`config.mk`:
```
export PLATFORM = sky130hd
export DESIGN_NAME = mem_access
export DESIGN_NICKNAME = d
export VERILOG_FILES = /design/src/rtl/mem_access_pkg.sv /design/src/rtl/load_align.sv /design/src/rtl/mem_access.sv
export SDC_FILE = /design/constraint.sdc
export NUM_CORES = 1
export LEC_CHECK = 0
export ABC_AREA = 1
export CAP_MARGIN = 20
export CORE_ASPECT_RATIO = 0.5
export CORE_MARGIN = 8
export CORE_UTILIZATION = 29
export CTS_CLUSTER_SIZE = 16
export DETAILED_ROUTE_END_ITERATION = 8
export PLACE_DENSITY = 0.59
export RECOVER_POWER = 25
export SLEW_MARGIN = 40
export SYNTH_ARGS = -nofsm -noshare
export SYNTH_HDL_FRONTEND = slang
export SYNTH_SLANG_ARGS = --single-unit
```
`constraint.sdc`:
```
create_clock -name clk -period 2.2 [get_ports clk]
set_clock_uncertainty 0.1 [all_clocks]
set_input_delay 0.22 -clock clk [delete_from_list [all_inputs] [get_ports clk]]
set_output_delay 0.22 -clock clk [all_outputs]
set_load 0.005 [all_outputs]
```
`src/rtl/mem_access_pkg.sv`:
```
// Shared CPU properties for the data-memory access stage: default widths,
// funct3 size codes, FSM state encoding and small size/alignment helpers.
package mem_access_pkg;

  localparam int DATA_WIDTH_DEF     = 32;
  localparam int REG_ADDR_WIDTH_DEF = 5;

  localparam logic [2:0] F3_B  = 3'b000;
  localparam logic [2:0] F3_H  = 3'b001;
  localparam logic [2:0] F3_W  = 3'b010;
  localparam logic [2:0] F3_BU = 3'b100;
  localparam logic [2:0] F3_HU = 3'b101;

  typedef enum logic [1:0] {
    ST_IDLE = 2'd0,
    ST_REQ  = 2'd1,
    ST_WAIT = 2'd2
  } state_t;

  typedef enum logic [1:0] {
    SZ_B = 2'd0,
    SZ_H = 2'd1,
    SZ_W = 2'd2
  } size_t;

  // Any funct3 that is not a byte or half code is handled as a full word.
  function automatic size_t size_of(input logic [2:0] funct3);
    case (funct3)
      F3_B, F3_BU: size_of = SZ_B;
      F3_H, F3_HU: size_of = SZ_H;
      default:     size_of = SZ_W;
    endcase
  endfunction

  function automatic logic is_misaligned(input size_t sz, input logic [1:0] lo);
    case (sz)
      SZ_H:    is_misaligned = lo[0];
      SZ_W:    is_misaligned = |lo;
      default: is_misaligned = 1'b0;
    endcase
  endfunction

  function automatic logic [3:0] byte_enable(input size_t sz, input logic [1:0] lo);
    case (sz)
      SZ_B:    byte_enable = 4'b0001 << lo;
      SZ_H:    byte_enable = 4'b0011 << lo;
      default: byte_enable = 4'b1111;
    endcase
  endfunction

endpackage

```
`src/rtl/load_align.sv`:
```
// Load return lane select: picks the addressed byte/half from the memory
// word and sign- or zero-extends it to the full datapath width.
module load_align
  import mem_access_pkg::*;
#(
  parameter int DATA_WIDTH = DATA_WIDTH_DEF
) (
  input  logic [DATA_WIDTH-1:0] rdata,
  input  logic [2:0]            funct3,
  input  logic [1:0]            byte_off,
  output logic [DATA_WIDTH-1:0] data
);

  logic [DATA_WIDTH-1:0] shifted;
  logic                  is_unsigned;

  // Shift the addressed lane down to bit 0, then extend per size and sign.
  always_comb begin
    shifted     = rdata >> {byte_off, 3'b000};
    is_unsigned = funct3[2];
    case (size_of(funct3))
      SZ_B: begin
        if (is_unsigned) data = {{(DATA_WIDTH-8){1'b0}}, shifted[7:0]};
        else             data = {{(DATA_WIDTH-8){shifted[7]}}, shifted[7:0]};
      end
      SZ_H: begin
        if (is_unsigned) data = {{(DATA_WIDTH-16){1'b0}}, shifted[15:0]};
        else             data = {{(DATA_WIDTH-16){shifted[15]}}, shifted[15:0]};
      end
      default: data = rdata;
    endcase
  end

endmodule

```
`src/rtl/mem_access.sv`:
```
// Memory-access pipeline stage: passes ALU results through, issues aligned
// load/store requests with a req/gnt/rvalid handshake, and registers the
// writeback result.
module mem_access
  import mem_access_pkg::*;
#(
  parameter int DATA_WIDTH          = DATA_WIDTH_DEF,
  parameter int REG_FILE_ADDR_WIDTH = REG_ADDR_WIDTH_DEF
) (
  input  logic                           clk,
  input  logic                           _rst,
  input  logic                           in_valid,
  output logic                           in_ready,
  input  logic                           in_is_load,
  input  logic                           in_is_store,
  input  logic [2:0]                     in_funct3,
  input  logic [DATA_WIDTH-1:0]          in_addr,
  input  logic [DATA_WIDTH-1:0]          in_wdata,
  input  logic [REG_FILE_ADDR_WIDTH-1:0] in_rd_addr,
  input  logic                           in_reg_w_en,
  output logic                           dmem_req,
  output logic                           dmem_we,
  output logic [DATA_WIDTH-1:0]          dmem_addr,
  output logic [3:0]                     dmem_be,
  output logic [DATA_WIDTH-1:0]          dmem_wdata,
  input  logic                           dmem_gnt,
  input  logic                           dmem_rvalid,
  input  logic [DATA_WIDTH-1:0]          dmem_rdata,
  output logic                           reg_w_en_out,
  output logic [REG_FILE_ADDR_WIDTH-1:0] rd_addr_out,
  output logic [DATA_WIDTH-1:0]          reg_data_out,
  output logic                           misalign
);

  state_t                         state;
  logic [2:0]                     cap_funct3;
  logic [1:0]                     cap_off;
  logic [REG_FILE_ADDR_WIDTH-1:0] cap_rd;
  logic                           cap_w_en;
  logic                           cap_is_load;

  size_t                          req_size;
  logic                           req_misaligned;
  logic                           is_mem;
  logic [3:0]                     req_be;
  logic [DATA_WIDTH-1:0]          req_wdata;
  logic [DATA_WIDTH-1:0]          load_data;

  assign in_ready = (state == ST_IDLE);

  // Decode the incoming op: size, alignment, byte enables and lane-replicated store data.
  always_comb begin
    is_mem         = in_is_load | in_is_store;
    req_size       = size_of(in_funct3);
    req_misaligned = is_misaligned(req_size, in_addr[1:0]);
    req_be         = byte_enable(req_size, in_addr[1:0]);
    case (req_size)
      SZ_B:    req_wdata = {(DATA_WIDTH/8){in_wdata[7:0]}};
      SZ_H:    req_wdata = {(DATA_WIDTH/16){in_wdata[15:0]}};
      default: req_wdata = in_wdata;
    endcase
  end

  load_align #(
    .DATA_WIDTH(DATA_WIDTH)
  ) u_load_align (
    .rdata    (dmem_rdata),
    .funct3   (cap_funct3),
    .byte_off (cap_off),
    .data     (load_data)
  );

  // Access FSM with registered memory-request and writeback outputs.
  always_ff @(posedge clk or negedge _rst) begin
    if (!_rst) begin
      state        <= ST_IDLE;
      dmem_req     <= 1'b0;
      dmem_we      <= 1'b0;
      dmem_addr    <= {DATA_WIDTH{1'b0}};
      dmem_be      <= 4'b0000;
      dmem_wdata   <= {DATA_WIDTH{1'b0}};
      reg_w_en_out <= 1'b0;
      rd_addr_out  <= {REG_FILE_ADDR_WIDTH{1'b0}};
      reg_data_out <= {DATA_WIDTH{1'b0}};
      misalign     <= 1'b0;
      cap_funct3   <= 3'b000;
      cap_off      <= 2'b00;
      cap_rd       <= {REG_FILE_ADDR_WIDTH{1'b0}};
      cap_w_en     <= 1'b0;
      cap_is_load  <= 1'b0;
    end else begin
      misalign <= 1'b0;
      case (state)
        ST_IDLE: begin
          if (!in_valid) begin
            reg_w_en_out <= 1'b0;
          end else if (!is_mem) begin
            reg_w_en_out <= in_reg_w_en && (in_rd_addr != {REG_FILE_ADDR_WIDTH{1'b0}});
            rd_addr_out  <= in_rd_addr;
            reg_data_out <= in_addr;
          end else if (req_misaligned) begin
            misalign     <= 1'b1;
            reg_w_en_out <= 1'b0;
          end else begin
            cap_funct3   <= in_funct3;
            cap_off      <= in_addr[1:0];
            cap_rd       <= in_rd_addr;
            cap_w_en     <= in_reg_w_en;
            cap_is_load  <= in_is_load;
            dmem_req     <= 1'b1;
            dmem_we      <= in_is_store;
            dmem_addr    <= {in_addr[DATA_WIDTH-1:2], 2'b00};
            dmem_be      <= req_be;
            dmem_wdata   <= req_wdata;
            reg_w_en_out <= 1'b0;
            state        <= ST_REQ;
          end
        end
        ST_REQ: begin
          if (dmem_gnt) begin
            dmem_req <= 1'b0;
            dmem_we  <= 1'b0;
            if (cap_is_load) state <= ST_WAIT;
            else             state <= ST_IDLE;
          end else begin
            state <= ST_REQ;
          end
        end
        ST_WAIT: begin
          if (dmem_rvalid) begin
            reg_data_out <= load_data;
            reg_w_en_out <= cap_w_en && (cap_rd != {REG_FILE_ADDR_WIDTH{1'b0}});
            rd_addr_out  <= cap_rd;
            state        <= ST_IDLE;
          end else begin
            state <= ST_WAIT;
          end
        end
        default: begin
          state    <= ST_IDLE;
          dmem_req <= 1'b0;
          dmem_we  <= 1'b0;
        end
      endcase
    end
  end

endmodule

```
## After elaboration in Yosys (flattened, before gate mapping)

Index checks and enable logic that the tools add are counted.

- $mul: 0
- Divide/modulo/power cells: 0
- Shifts and indexed selects: 3
- $add $sub $neg: 0
- Bitwise gates (word level): 3
- Eq/ne operators: 17
- Mux-type cells: 40
- Reduce and logical (&&, ||, !) cells: 20
- Order comparisons: 0

Operators by type and width:

| kind | count |
|---|---|
| $pmux W32 S2 | 3 |
| $mux W32 | 5 |
| $shr A32 B5 Y16 | 1 |
| $mux W5 | 3 |
| $mux W1 | 14 |
| $eq A3 B3 Y1 const B | 4 |
| $mux W2 | 6 |
| $ne A2 B2 Y1 const B | 5 |
| $pmux W5 S2 | 1 |
| $reduce_bool A5 Y1 | 2 |
| $reduce_or A2 Y1 | 5 |
| $pmux W2 S2 | 2 |
| $pmux W4 S2 | 1 |
| $reduce_and A4 Y1 | 2 |
| $eq A2 B1 Y1 const B | 3 |
| $eq A3 B1 Y1 const B | 2 |
| $logic_not A2 Y1 | 3 |
| $logic_not A3 Y1 | 2 |
| $pmux W1 S3 | 2 |
| $pmux W2 S3 | 1 |
| $reduce_and A5 Y1 | 1 |
| $eq A2 B2 Y1 const B | 2 |
| $pmux W1 S2 | 2 |
| $shl A1 B2 Y4 const A | 1 |
| 8 further kinds | 10 |

- Word-level logic and storage cells: 98
- Memories: 0
- Output and inout port bits: 110
- Bits in read-only memories: 0
- Input bits: 112
- Latch bits: 0
- Bits in registers: 121
- RAM bits: 0

## Longest topological paths before layout

- Depth in word-level cells: 9
- Gate-level depth with buffers: 9
- Gate-level depth less buffers: 8

## Hierarchy

A second synthesis with hierarchy kept.

- Cell total of the unflattened synthesis: 880
- Area total of the unflattened synthesis: 6272.3 um2

By module, submodules not included:

| module | instances | cells an instance | seq. area each (um2) | area each (um2) |
|---|---|---|---|---|
| mem_access | 1 | 706 | 3027.9 | 5465.2 |
| load_align | 1 | 174 | 0.0 | 807.0 |

## Worst setup path before layout

OpenSTA, ideal clock, no wires.

- Kind: flip-flop to flip-flop
- Start point: register state[1]
- End point: register reg_data_out[23]
- Arrival: 1.211 ns
- Setup time: 0.116 ns
- Clock period less this slack: 1.428 ns
- Stages on the path, launching flop included: 9
- Setup slack: 0.772 ns
- Path buffers: 2
- Data required time: 1.984 ns
- Cells stage by stage: dfrtp_1 inv_2 nor2_1 nor2_1 o21ai_2 buf_4 buf_2 nand2_1 nand2_1

- Word-level cells in the longest chain between the ends: 3
- Elaborated cells on any way between the ends: 8
- Classes of those cells: 4 x eq/ne; 1 x mux; 3 x reduce/logical

RTL lines:

| item | RTL line | text |
|---|---|---|
| from (decl) | mem_access.sv:35 | `state_t state;` |
| from (signal assigned) | mem_access.sv:76 | `state <= ST_IDLE;` |
| from (signal assigned) | mem_access.sv:116 | `state <= ST_REQ;` |
| from (signal assigned) | mem_access.sv:123 | `if (cap_is_load) state <= ST_WAIT;` |
| $eq A2 B2 Y1 or $logic_not A2 Y1 (tied branches) | mem_access.sv:93 | `case (state)` |
| $ne A2 B2 Y1 (no line) or $reduce_bool A2 Y1 (tied branches) | n/a |  |
| $reduce_and A4 Y1 (no line) | n/a |  |
| to (signal assigned) | mem_access.sv:84 | `reg_data_out <= {DATA_WIDTH{1'b0}};` |
| to (signal assigned) | mem_access.sv:100 | `reg_data_out <= in_addr;` |
| to (signal assigned) | mem_access.sv:131 | `reg_data_out <= load_data;` |
| to (decl) | mem_access.sv:31 | `output logic [DATA_WIDTH-1:0] reg_data_out,` |

Several ways; a longest one is shown, not always the timed one.
A chain may end at the register's enable or synchronous reset.

## Worst setup path in the final report

- Start point: register state[1]
- End point: output port in_ready

- Word-level cells in the longest chain between the ends: 1

RTL lines:

| item | RTL line | text |
|---|---|---|
| $logic_not A2 Y1 | mem_access.sv:49 | `assign in_ready = (state == ST_IDLE);` |
| to (decl) | mem_access.sv:13 | `output logic in_ready,` |

Every way passes these cells.

==> impl_metrics.prom <==
# TYPE chip_impl_metric gauge
chip_impl_metric{name="drt_pass1_iterations",unit=""} 5
chip_impl_metric{name="maxClockFrequency",unit="MHz"} 513
chip_impl_metric{name="place_ws",unit="ps"} 248
chip_impl_metric{name="clk_transition_reported_paths",unit="ps"} 50
chip_impl_metric{name="cts_made_buffers",unit=""} 17
chip_impl_metric{name="final_core_util",unit="%"} 44.2
chip_impl_metric{name="initial_utilization",unit="%"} 29.7
chip_impl_metric{name="wl_per_cell",unit="um"} 16.8
chip_impl_metric{name="grt_pass1_vias",unit=""} 6315
chip_impl_metric{name="tightestPinTransition",unit="ps"} 1240
chip_impl_metric{name="synth_area",unit="mm2"} 0.00611
chip_impl_metric{name="timing.final.crit_period",unit="ps"} 1950
chip_impl_metric{name="floorplan.die_area",unit="mm2"} 0.0263
chip_impl_metric{name="htreeDepth",unit=""} 4
chip_impl_metric{name="worstRegToRegCells",unit=""} 7
chip_impl_metric{name="layout.nets",unit=""} 1135
chip_impl_metric{name="layout.area.seq",unit="mm2"} 0.00303
chip_impl_metric{name="cp_data_arrival_time",unit="ps"} 1630
chip_impl_metric{name="setup_violations",unit=""} 0
chip_impl_metric{name="drt_iter0_drc",unit=""} 443
chip_impl_metric{name="area_delta_synth_final",unit="%"} 49.0
chip_impl_metric{name="antenna_violating_nets_post_route",unit=""} 0
chip_impl_metric{name="numPlacedInstances",unit=""} 1276
chip_impl_metric{name="clk_latency",unit="ps"} 410
chip_impl_metric{name="postSynth.asyncResetShare",unit="%"} 100
chip_impl_metric{name="vdd.ir_drop.worst",unit="mV"} 0.476
chip_impl_metric{name="buffer_ports.inserted",unit=""} 219
chip_impl_info{name="rsz0062_at_grt",value="false"} 1
chip_impl_metric{name="synth-warning-count",unit=""} 0
chip_impl_metric{name="finalHoldViolCount",unit=""} 0
chip_impl_metric{name="remaining_drc_errors",unit=""} 0
chip_impl_metric{name="syn_inst",unit=""} 814
chip_impl_metric{name="ioPinCount",unit=""} 222
chip_impl_metric{name="max_cap_viol_count",unit=""} 0
chip_impl_metric{name="final_area",unit="mm2"} 0.00910
chip_impl_metric{name="critPathRequiredTime",unit="ps"} 1880
chip_impl_metric{name="clock-sinks",unit=""} 121
chip_impl_metric{name="area_occupied_by_multi_input_gates",unit="mm2"} 0.00260
chip_impl_metric{name="vias_after_detailed_routing",unit=""} 6089
chip_impl_metric{name="place_congestion",unit=""} 0.920
chip_impl_metric{name="synth_seq_area_share",unit="%"} 49.5
chip_impl_info{name="cts_tree",value="built"} 1
chip_impl_metric{name="relSlewSlack",unit="%"} 17.5
chip_impl_metric{name="die-width",unit="um"} 221
chip_impl_metric{name="post-route-period-util",unit="%"} 88.7
chip_impl_metric{name="placement_rows",unit=""} 37
chip_impl_metric{name="worst-path-max-fanout",unit=""} 3
chip_impl_info{name="cts-root-buf",value="clkbuf_16"} 1
chip_impl_info{name="min_path_type",value="in2reg"} 1
chip_impl_info{name="synthFlopType",value="dfrtp_1"} 1
chip_impl_metric{name="synth_edf_count",unit=""} 0
chip_impl_metric{name="setup_ws",unit="ps"} 249
chip_impl_metric{name="synth.avg_cell_area",unit="um2"} 7.51
chip_impl_metric{name="placedInstanceArea",unit="mm2"} 0.00852
chip_impl_metric{name="final_max_slew_viols",unit=""} 0
chip_impl_metric{name="cts_repair_resize_count",unit=""} 0
chip_impl_metric{name="floorplan.die.height",unit="um"} 119
chip_impl_info{name="start_kind",value="flop"} 1
chip_impl_metric{name="synth.lib_cells_used.distinct",unit=""} 30
chip_impl_info{name="critPathCaptureType",value="output port"} 1
chip_impl_metric{name="power.leakage",unit="nW"} 4.23
chip_impl_metric{name="place_hpwl",unit="um"} 16600
chip_impl_metric{name="globalRouteOverflowTotal",unit=""} 0
chip_impl_metric{name="layout.filler_cells",unit=""} 2064
chip_impl_metric{name="drive_above_1_share",unit="%"} 6.00
chip_impl_metric{name="grt_util_all_layers",unit="%"} 16.6
chip_impl_metric{name="grt_max_degree",unit=""} 60
chip_impl_info{name="most_used_cells_in_the_layout_excluding_fill_and_tap_cells",value="nand2_1, clkdlybuf4s50_1, dfrtp_1, a21oi_1, o21ai_0"} 1
chip_impl_metric{name="yosys_register_bits",unit=""} 121
chip_impl_metric{name="core_region_area",unit="mm2"} 0.0206
chip_impl_metric{name="min_delay_path_depth",unit=""} 3
chip_impl_metric{name="tns",unit="ps"} 0
chip_impl_metric{name="fin_cells",unit=""} 1310
chip_impl_metric{name="pwr_density_cell",unit="mW/mm2"} 1130
chip_impl_metric{name="route.detailed.vias_per_inst",unit=""} 4.65
chip_impl_metric{name="grt_pass1_wl",unit="um"} 35000
chip_impl_metric{name="reg2reg_setup_slack",unit="ps"} 320
chip_impl_info{name="layout_commonest_cell",value="nand2_1"} 1
chip_impl_metric{name="clk_path_buf_depth",unit=""} 2
chip_impl_info{name="status",value="finished, final reports clean"} 1
chip_impl_metric{name="wirelength",unit="um"} 22000
chip_impl_metric{name="antenna_violations_before_repair",unit=""} 3
chip_impl_info{name="start_to_end_type_of_the_worst_setup_path",value="reg2out"} 1
[through the flow]
stage          total power (W)  hold slack, ps
2_1_floorplan          0.00519            -176
3_3_place_gp           0.00752            85.0
3_5_place_dp           0.00757            80.1
4_1_cts                 0.0105             202
5_1_grt                 0.0110             277
6_report                0.0103             284
[sequential cells by signal, summed over array words and instances (netlist names)]
signal        flops
cap_funct3        3
dmem_we           1
misalign          1
dmem_be           4
cap_w_en          1
cap_is_load       1
dmem_addr        30
dmem_wdata       32
reg_data_out     32
rd_addr_out       5
reg_w_en_out      1
cap_off           2
state             2
dmem_req          1
cap_rd            5
[final timing paths]
check / from / endpoint
worst max-delay path: state[1] / in_ready
worst min-delay path: in_addr[11] / dmem_addr[11]
worst max register to register: cap_off[0] / reg_data_out[12]
worst min register to register: dmem_req / dmem_req
max in group asynchronous: _rst / reg_data_out[30]
min in group asynchronous: _rst / dmem_wdata[12]
[worst max-delay path: stages, from the launching register on]
cell             delay [ps]
dfrtp_1                 430
nor2_1                  240
clkdlybuf4s50_1         550
[cell usage after synthesis, types with 2 or more instances]
cell | count | area share [%]
inv_1 | 37 | 2.3
a21oi_1 | 85 | 7.0
buf_1 | 3 | 0.18
clkinv_1 | 3 | 0.18
clkbuf_1 | 8 | 0.49
inv_2 | 6 | 0.37
nand2_1 | 336 | 21
a21o_1 | 2 | 0.25
buf_4 | 13 | 1.6
nand4_1 | 4 | 0.41
nor2_1 | 39 | 2.4
buf_6 | 9 | 1.7
nor2_2 | 2 | 0.20
o21ai_1 | 12 | 0.98
o21ai_0 | 55 | 4.5
buf_2 | 16 | 1.3
nand3_1 | 51 | 4.2
dfrtp_1 | 121 | 50
[cell type report]
cell class	instances	area share (%)
clock inverter	8	1.04
clock buffer	22	5.32
tap	273	3.75
timing repair buffer	238	26.1
sequential	121	33.3
multi-input combinational	599	28.5
inverter	46	1.92
antenna	3	0.0825
[cell families after synthesis]
family	Yosys count	share of synthesized area, %
flops	121	49.5
compound gates	159	13.5
buf+inv	95	8.07
simple gates	438	28.8
other cells	1	0.0614
[power breakdown]
| part | internal, W | switching (W) | total, W |
|---|---|---|---|
| Combinational | 0.00211 | 0.00181 | 0.00392 |
| Clock | 0.00177 | 0.00102 | 0.00279 |
| Sequential | 0.00306 | 0.000505 | 0.00357 |
| Total | 0.00694 | 0.00334 | 0.0103 |
[routing by layer]
layer	vias to the layer above	GRT usage, %	wire length [um]
li1	3023	-	-
met1	2891	20.1	9630
met2	148	28.6	11100
met3	27	4.24	897
met4	0	5.52	385
met5	-	0	0
[timing repair]
item | 4_1_cts | 5_1_grt
hold buffers | 1 | 0
hold endpoints to repair | 43 | 0
buffers inserted | 0 | 0
(Power assumes the default switching activity.)
